[src/rtl/alu_arbiter_seq_if.sv]
// alu_arbiter_seq_if: bundles the two request channels, the ALU drive/return
// signals and the response channel of alu_arbiter_seq.
// slave  : the arbiter/sequencer side.
// master : the environment (requesters, ALU, response consumer).
interface alu_arbiter_seq_if;
    // request channels
    logic        req0_valid;
    logic        req0_ready;
    logic [27:0] req0_ctrl;
    logic [31:0] req0_a;
    logic [31:0] req0_b;
    logic        req1_valid;
    logic        req1_ready;
    logic [27:0] req1_ctrl;
    logic [31:0] req1_a;
    logic [31:0] req1_b;

    // registered ALU drive
    logic [31:0] alu_in1;
    logic [31:0] alu_in2;
    logic        alu_sbit;
    logic [3:0]  alu_cond;
    logic [3:0]  alu_opcode;
    logic [2:0]  alu_srcontrol;
    logic [15:0] alu_imvalue;
    logic [3:0]  alu_inflags;

    // ALU return
    logic [31:0] alu_result;
    logic [3:0]  alu_outflags;

    // response channel
    logic        rsp_valid;
    logic        rsp_ready;
    logic        rsp_id;
    logic [31:0] rsp_result;
    logic [3:0]  rsp_flags;

    logic        busy;

    modport slave (
        input  req0_valid, req0_ctrl, req0_a, req0_b,
        input  req1_valid, req1_ctrl, req1_a, req1_b,
        output req0_ready, req1_ready,
        output alu_in1, alu_in2, alu_sbit, alu_cond, alu_opcode,
        output alu_srcontrol, alu_imvalue, alu_inflags,
        input  alu_result, alu_outflags,
        output rsp_valid, rsp_id, rsp_result, rsp_flags,
        input  rsp_ready,
        output busy
    );

    modport master (
        output req0_valid, req0_ctrl, req0_a, req0_b,
        output req1_valid, req1_ctrl, req1_a, req1_b,
        input  req0_ready, req1_ready,
        input  alu_in1, alu_in2, alu_sbit, alu_cond, alu_opcode,
        input  alu_srcontrol, alu_imvalue, alu_inflags,
        output alu_result, alu_outflags,
        input  rsp_valid, rsp_id, rsp_result, rsp_flags,
        output rsp_ready,
        input  busy
    );
endinterface

[src/rtl/alu_arbiter_seq.sv]
// alu_arbiter_seq: shares one single-cycle ALU between two requesters.
// Grants one request in IDLE, holds the latched operands/control on the ALU
// for a per-opcode execute time (MUL_CYCLES for multiply, else 1), captures
// result/flags into a response that is held until accepted, and owns the
// NZCV flags register feeding the ALU.
// Optional feature: define ALU_ARB_RR_EN for round-robin arbitration;
// otherwise req0 has fixed priority.
module alu_arbiter_seq #(
    parameter int unsigned MUL_CYCLES = 3,          // 1..15
    parameter logic [3:0]  FLAGS_INIT = 4'b0000     // {N,Z,C,V}
) (
    input logic          clk,
    input logic          reset,
    alu_arbiter_seq_if.slave bus
);

    typedef enum logic [1:0] {IDLE, EXEC, RESP} state_t;

    typedef struct packed {
        logic        sbit;
        logic [3:0]  cond;
        logic [3:0]  opcode;
        logic [2:0]  srcontrol;
        logic [15:0] imvalue;
    } ctrl_t;

    localparam logic [3:0] OP_MUL  = 4'b0010;
    localparam logic [3:0] MUL_LEN = 4'(MUL_CYCLES);

    state_t      state;
    logic [3:0]  cnt;
    ctrl_t       ctrl_q;
    logic [31:0] in1_q;
    logic [31:0] in2_q;
    logic [3:0]  flags_q;
    logic        rsp_valid_q;
    logic        rsp_id_q;
    logic [31:0] rsp_result_q;
    logic [3:0]  rsp_flags_q;

    logic        grant_any;
    logic        grant1;
    ctrl_t       sel_ctrl;
    logic [31:0] sel_a;
    logic [31:0] sel_b;

`ifdef ALU_ARB_RR_EN
    // 1 = req1 was granted last, so req0 wins the next tie (req0 first after reset)
    logic last_grant;

    // Round-robin pick: req1 wins a tie only if req0 was granted last
    always_comb begin
        grant1 = bus.req1_valid & (~bus.req0_valid | ~last_grant);
    end

    // Pointer follows every grant
    always_ff @(posedge clk) begin
        if (reset)
            last_grant <= 1'b1;
        else if (grant_any)
            last_grant <= grant1;
    end
`else
    // Fixed priority: req1 only when req0 is idle
    always_comb begin
        grant1 = bus.req1_valid & ~bus.req0_valid;
    end
`endif

    // Grant qualification and selected-request mux; reset suppresses any ready
    always_comb begin
        grant_any = (state == IDLE) & ~reset & (bus.req0_valid | bus.req1_valid);
        sel_ctrl  = grant1 ? ctrl_t'(bus.req1_ctrl) : ctrl_t'(bus.req0_ctrl);
        sel_a     = grant1 ? bus.req1_a : bus.req0_a;
        sel_b     = grant1 ? bus.req1_b : bus.req0_b;
    end

    assign bus.req0_ready = grant_any & ~grant1;
    assign bus.req1_ready = grant_any &  grant1;

    // Sequencer FSM: accept, hold operands for the execute time, capture, respond
    always_ff @(posedge clk) begin
        if (reset) begin
            state        <= IDLE;
            cnt          <= 4'd0;
            ctrl_q       <= '0;
            in1_q        <= 32'd0;
            in2_q        <= 32'd0;
            flags_q      <= FLAGS_INIT;
            rsp_valid_q  <= 1'b0;
            rsp_id_q     <= 1'b0;
            rsp_result_q <= 32'd0;
            rsp_flags_q  <= 4'd0;
        end else begin
            case (state)
                IDLE: begin
                    if (grant_any) begin
                        ctrl_q   <= sel_ctrl;
                        in1_q    <= sel_a;
                        in2_q    <= sel_b;
                        rsp_id_q <= grant1;
                        cnt      <= (sel_ctrl.opcode == OP_MUL) ? MUL_LEN : 4'd1;
                        state    <= EXEC;
                    end
                end
                EXEC: begin
                    // ALU inputs stay put; sample its output in the last execute cycle
                    if (cnt == 4'd1) begin
                        rsp_result_q <= bus.alu_result;
                        rsp_flags_q  <= bus.alu_outflags;
                        if (ctrl_q.sbit)
                            flags_q <= bus.alu_outflags;
                        rsp_valid_q  <= 1'b1;
                        state        <= RESP;
                    end else begin
                        cnt <= cnt - 4'd1;
                    end
                end
                RESP: begin
                    if (bus.rsp_ready) begin
                        rsp_valid_q <= 1'b0;
                        state       <= IDLE;
                    end
                end
                default: state <= IDLE;
            endcase
        end
    end

    assign bus.alu_in1       = in1_q;
    assign bus.alu_in2       = in2_q;
    assign bus.alu_sbit      = ctrl_q.sbit;
    assign bus.alu_cond      = ctrl_q.cond;
    assign bus.alu_opcode    = ctrl_q.opcode;
    assign bus.alu_srcontrol = ctrl_q.srcontrol;
    assign bus.alu_imvalue   = ctrl_q.imvalue;
    assign bus.alu_inflags   = flags_q;

    assign bus.rsp_valid  = rsp_valid_q;
    assign bus.rsp_id     = rsp_id_q;
    assign bus.rsp_result = rsp_result_q;
    assign bus.rsp_flags  = rsp_flags_q;

    assign bus.busy = (state != IDLE);

endmodule

[src/flat_wrapper.sv]
// flat-port wrapper written by rule: the top's interface ports become plain ports
module alu_arbiter_seq_flat 
#(
    parameter int unsigned MUL_CYCLES = 3,                  
    parameter logic [3:0]  FLAGS_INIT = 4'b0000                 
)
  (clk, reset, bus_req0_valid, bus_req0_ctrl, bus_req0_a, bus_req0_b, bus_req1_valid, bus_req1_ctrl, bus_req1_a, bus_req1_b, bus_req0_ready, bus_req1_ready, bus_alu_in1, bus_alu_in2, bus_alu_sbit, bus_alu_cond, bus_alu_opcode, bus_alu_srcontrol, bus_alu_imvalue, bus_alu_inflags, bus_alu_result, bus_alu_outflags, bus_rsp_valid, bus_rsp_id, bus_rsp_result, bus_rsp_flags, bus_rsp_ready, bus_busy);
  alu_arbiter_seq_if bus_i ();
  input logic clk;
  input logic reset;
  input wire logic [$bits(bus_i.req0_valid)-1:0] bus_req0_valid;
  input wire logic [$bits(bus_i.req0_ctrl)-1:0] bus_req0_ctrl;
  input wire logic [$bits(bus_i.req0_a)-1:0] bus_req0_a;
  input wire logic [$bits(bus_i.req0_b)-1:0] bus_req0_b;
  input wire logic [$bits(bus_i.req1_valid)-1:0] bus_req1_valid;
  input wire logic [$bits(bus_i.req1_ctrl)-1:0] bus_req1_ctrl;
  input wire logic [$bits(bus_i.req1_a)-1:0] bus_req1_a;
  input wire logic [$bits(bus_i.req1_b)-1:0] bus_req1_b;
  output wire logic [$bits(bus_i.req0_ready)-1:0] bus_req0_ready;
  output wire logic [$bits(bus_i.req1_ready)-1:0] bus_req1_ready;
  output wire logic [$bits(bus_i.alu_in1)-1:0] bus_alu_in1;
  output wire logic [$bits(bus_i.alu_in2)-1:0] bus_alu_in2;
  output wire logic [$bits(bus_i.alu_sbit)-1:0] bus_alu_sbit;
  output wire logic [$bits(bus_i.alu_cond)-1:0] bus_alu_cond;
  output wire logic [$bits(bus_i.alu_opcode)-1:0] bus_alu_opcode;
  output wire logic [$bits(bus_i.alu_srcontrol)-1:0] bus_alu_srcontrol;
  output wire logic [$bits(bus_i.alu_imvalue)-1:0] bus_alu_imvalue;
  output wire logic [$bits(bus_i.alu_inflags)-1:0] bus_alu_inflags;
  input wire logic [$bits(bus_i.alu_result)-1:0] bus_alu_result;
  input wire logic [$bits(bus_i.alu_outflags)-1:0] bus_alu_outflags;
  output wire logic [$bits(bus_i.rsp_valid)-1:0] bus_rsp_valid;
  output wire logic [$bits(bus_i.rsp_id)-1:0] bus_rsp_id;
  output wire logic [$bits(bus_i.rsp_result)-1:0] bus_rsp_result;
  output wire logic [$bits(bus_i.rsp_flags)-1:0] bus_rsp_flags;
  input wire logic [$bits(bus_i.rsp_ready)-1:0] bus_rsp_ready;
  output wire logic [$bits(bus_i.busy)-1:0] bus_busy;
  assign bus_i.req0_valid = bus_req0_valid;
  assign bus_i.req0_ctrl = bus_req0_ctrl;
  assign bus_i.req0_a = bus_req0_a;
  assign bus_i.req0_b = bus_req0_b;
  assign bus_i.req1_valid = bus_req1_valid;
  assign bus_i.req1_ctrl = bus_req1_ctrl;
  assign bus_i.req1_a = bus_req1_a;
  assign bus_i.req1_b = bus_req1_b;
  assign bus_req0_ready = bus_i.req0_ready;
  assign bus_req1_ready = bus_i.req1_ready;
  assign bus_alu_in1 = bus_i.alu_in1;
  assign bus_alu_in2 = bus_i.alu_in2;
  assign bus_alu_sbit = bus_i.alu_sbit;
  assign bus_alu_cond = bus_i.alu_cond;
  assign bus_alu_opcode = bus_i.alu_opcode;
  assign bus_alu_srcontrol = bus_i.alu_srcontrol;
  assign bus_alu_imvalue = bus_i.alu_imvalue;
  assign bus_alu_inflags = bus_i.alu_inflags;
  assign bus_i.alu_result = bus_alu_result;
  assign bus_i.alu_outflags = bus_alu_outflags;
  assign bus_rsp_valid = bus_i.rsp_valid;
  assign bus_rsp_id = bus_i.rsp_id;
  assign bus_rsp_result = bus_i.rsp_result;
  assign bus_rsp_flags = bus_i.rsp_flags;
  assign bus_i.rsp_ready = bus_rsp_ready;
  assign bus_busy = bus_i.busy;
  alu_arbiter_seq #(.MUL_CYCLES(MUL_CYCLES), .FLAGS_INIT(FLAGS_INIT)) u_core (.clk(clk), .reset(reset), .bus(bus_i));
endmodule
[config.mk]
export PLATFORM = sky130hd
export DESIGN_NAME = alu_arbiter_seq_flat
export DESIGN_NICKNAME = d
export VERILOG_FILES = /design/src/rtl/alu_arbiter_seq_if.sv /design/src/rtl/alu_arbiter_seq.sv /design/src/flat_wrapper.sv
export SDC_FILE = /design/constraint.sdc
export NUM_CORES = 1
export LEC_CHECK = 0
export CORE_AREA = 2 2 140 142
export DETAILED_ROUTE_END_ITERATION = 8
export DIE_AREA = 0 0 142 144
export PLACE_DENSITY = 0.76
export SYNTH_ARGS = -nofsm -noshare
export SYNTH_HDL_FRONTEND = slang
export SYNTH_SLANG_ARGS = --single-unit
[constraint.sdc]
create_clock -name clk -period 2.1 [get_ports clk]
set_input_delay 0.42 -clock clk [delete_from_list [all_inputs] [get_ports clk]]
set_output_delay 0.42 -clock clk [all_outputs]
set_load 0.01 [all_outputs]
==> results by group <==
Outcome
  • Outcome: finished clean

Timing
  • Final setup viols: 0
  • Worst setup margin: 0.0878 ns
  • RSZ-0062 raised after global routing: no
  • Slew Limit Fails: 0
  • Clock skew: roughly 0.0073 ns
  • FMAX: 497 MHz
  • Slew HR: 44.5%
  • Worst-Margin Slew: approximately 0.83 ns
  • Min Tclk post-route: slightly above 2 ns
  • Final hold violation count: 0
  • Setup tns final: 0 ns
  • Period utilisation layout: 95.8%

Die
  • Chip width: between 100 and 150 um
  • Row cnt: 51
  • Die area: about 0.020 mm2
  • Ports: around 360
  • Initial Util: 30.3%
  • Die Y-Extent: approximately 140 um
  • CORE AREA: roughly 0.019 mm2

Critical path
  • WP data arrival: around 1.6 ns
  • CP Launch Type: register
  • Worst path required time: around 1.7 ns
  • Flop2flop setup slack: about 0.35 ns
  • Crit path kind: register to primary output
  • FF-to-FF End: u_core.bus.rsp_result[16]
  • Critical-path maximum fanout: 3
  • CP endpoint kind: primary output
  • RR Startpoint: u_core.cnt[1]
  • R2R depth: 7
  • Crit path from: u_core.state[1]

Power
  • Leak Pwr: about 4.1 nW
  • Maximum VDD drop: around 540 uV
  • PwrDens: approximately 890 mW/mm2

Yosys
  • Most common library cells after synthesis: dfxtp_1 (140), nor2_1 (95), mux2i_1 (82), nand2_1 (82), a211oi_1 (80)
  • Post-Syn Area: between 0.005 and 0.006 mm2
  • Distinct cell type count of the synthesized netlist: 35
  • Yosys warning count: 0
  • Asr flop ratio synth: 0%
  • Post-Syn Nets: around 860
  • Post-synth top flop: dfxtp_1
  • Top cells by area, synth: dfxtp_1 (49%), mux2i_1 (14%), a211oi_1 (10%)
  • Most instantiated library cell after synthesis: dfxtp_1
  • Yosys reg bits: 140
  • Share of the synthesized area in the top cell type: 48.5%
  • Area leader, netlist: dfxtp_1
  • Post-synthesis sequential area ratio: between 40% and 50%
  • Synthesized area per cell: roughly 9.2 um2
  • Post-synth EDFFs: 0
  • Cells after synthesis: roughly 630

Finish
  • Antenna diode count: 0
  • Share of layout cells above drive strength 1: between 8 and 9%
  • Area Growth Syn to Fin: 80.3%
  • Utilization after layout: between 50% and 60%
  • Final #Nets: 1221
  • Non-filler cells, final: 1245

Clocking
  • CTS Root Cell: clkbuf_16
  • CTS Buffer Depth: 2
  • CTS Hold Buffers Added: 0
  • Htree depth: 4
  • Resized Gates After CTS: 4
  • Clk_lat worst skew: approximately 0.41 ns
  • Clk sinks: 140
  • Clock transition at path regs: ~0.060 ns
  • Post-CTS Setup Bufs: 0
  • CTS tree: done
  • CTS Buf Count: 17

Placement
  • Final GP Congestion: 0.772
  • Placed Cells: roughly 1200
  • Final HPWL DP: 14900 um
  • Port-buffer cells: roughly 360
  • Dpl ws: -0.0564 ns

Drt
  • Vias/cell: around 4.7
  • Via count: 5874
  • DRC viols: 0
  • Drt initial violations: around 230
  • DRT antenna net count: 0
  • Final wirelength: around 20000 um
  • First-pass detailed-route iteration total: 5
  • WL/cell: about 16 um

Global route
  • Total GRT Usage: between 10% and 20%
  • First-pass GRT wire length: just under 30000 um
  • Vias in the first global route: around 5600
  • Pin count of the biggest net entering global routing: between 70 and 80
  • Total congestion overflow: 0
  • Initial antenna violation count: 0

Min path
  • Hold worst-path end: u_core.state[0]
  • Min-delay src: reset
  • Worst Hold Depth: 3
  • Worst Hold Class: primary input to register

Job
  • Max-Cap Viols: 0
logic make-up after synthesis:
family | Yosys count | share of synthesized area (%)
muxes | 82 | 14.2
adders and majority gates | 2 | 0.433
DFF | 140 | 48.5
and+or+nand+nor | 201 | 14.5
AOI/OAI and AO/OA | 146 | 17.7
buffers and inverters | 57 | 4.62
critical path, stage by stage (launching register included):
cell	delay (ns)
dfxtp_1	0.31
or3_4	0.43
nor2_1	0.15
dlygate4sd2_1	0.29
worst max-delay path by stage:
stage                     depth (start not counted)  slack (ns)        endpoint
final                                             3        0.09  bus_req1_ready
after global routing                              3        0.02  bus_req1_ready
after CTS                                         4        0.02        bus_busy
after detailed placement                          4       -0.06  bus_req0_ready
after global placement                            4       -0.05  bus_req0_ready
after floorplan                                   4        0.41  bus_req1_ready
state kept, by name (all words and copies together), names as in the netlist, 2 cells and up:
register,cells
u_core.bus.alu_in2,32
u_core.bus.alu_inflags,4
u_core.state,2
u_core.bus.alu_in1,32
u_core.bus.alu_imvalue,16
u_core.bus.rsp_flags,4
u_core.bus.alu_srcontrol,3
u_core.cnt,4
u_core.bus.alu_opcode,4
u_core.bus.rsp_result,32
u_core.bus.alu_cond,4
layout by cell type, fill, tap and decap left out, types with 2 or more instances in the layout:
cell             Yosys  layout
buf_4                6      28
a222oi_1            10      10
nor2_1              95      93
dlygate4sd2_1        0       2
mux2i_1             82      82
inv_1                7       7
a22oi_1              2       2
nor3_1               3       2
clkdlybuf4s50_1      0     357
clkinvlp_4           0       3
nor2_2               0       2
clkbuf_16            0      17
a211oi_2             3       3
nand3_1              5       5
inv_6                0       5
dfxtp_1            140     140
clkinv_4             0       2
buf_12               0       9
clkinv_2             0       2
ha_1                 2       2
a21oi_1             43      43
nand2_1             82      82
nand2b_1             3       2
a211oi_1            80      80
o21ai_0              3       3
or3_1                3       2
stage by stage:
step           hold slack [ns]  power, mW  cell area, um2
2_1_floorplan            0.460       4.71            5770
3_3_place_gp             0.432       6.39            9840
3_5_place_dp             0.443       6.44            9840
4_1_cts                  0.382       9.38           10400
5_1_grt                  0.389       9.78           10400
6_report                 0.400       9.24           10400
power breakdown:
group	switching [mW]	internal, mW
combinational	1.35	1.70
sequential	0.227	3.09
clock	1.22	1.66
metal layers:
metal	track usage (%)	up-vias	part of all wire (%)
li1	-	2972	-
met1	20.2	2653	40
met2	31.7	217	49
met3	7.35	32	8.7
met4	6.79	0	2.5
met5	0	-	0
layout make-up:
type,instances,area [um2]
flip-flops and latches,140,2800
clock inverters,14,135
well taps,238,298
inverters,7,26.3
multi-input cells,431,2730
fillers,1720,8670
clock buffers,18,429
repair buffers,397,3990
Note: power is estimated with default switching activity, not from simulation.
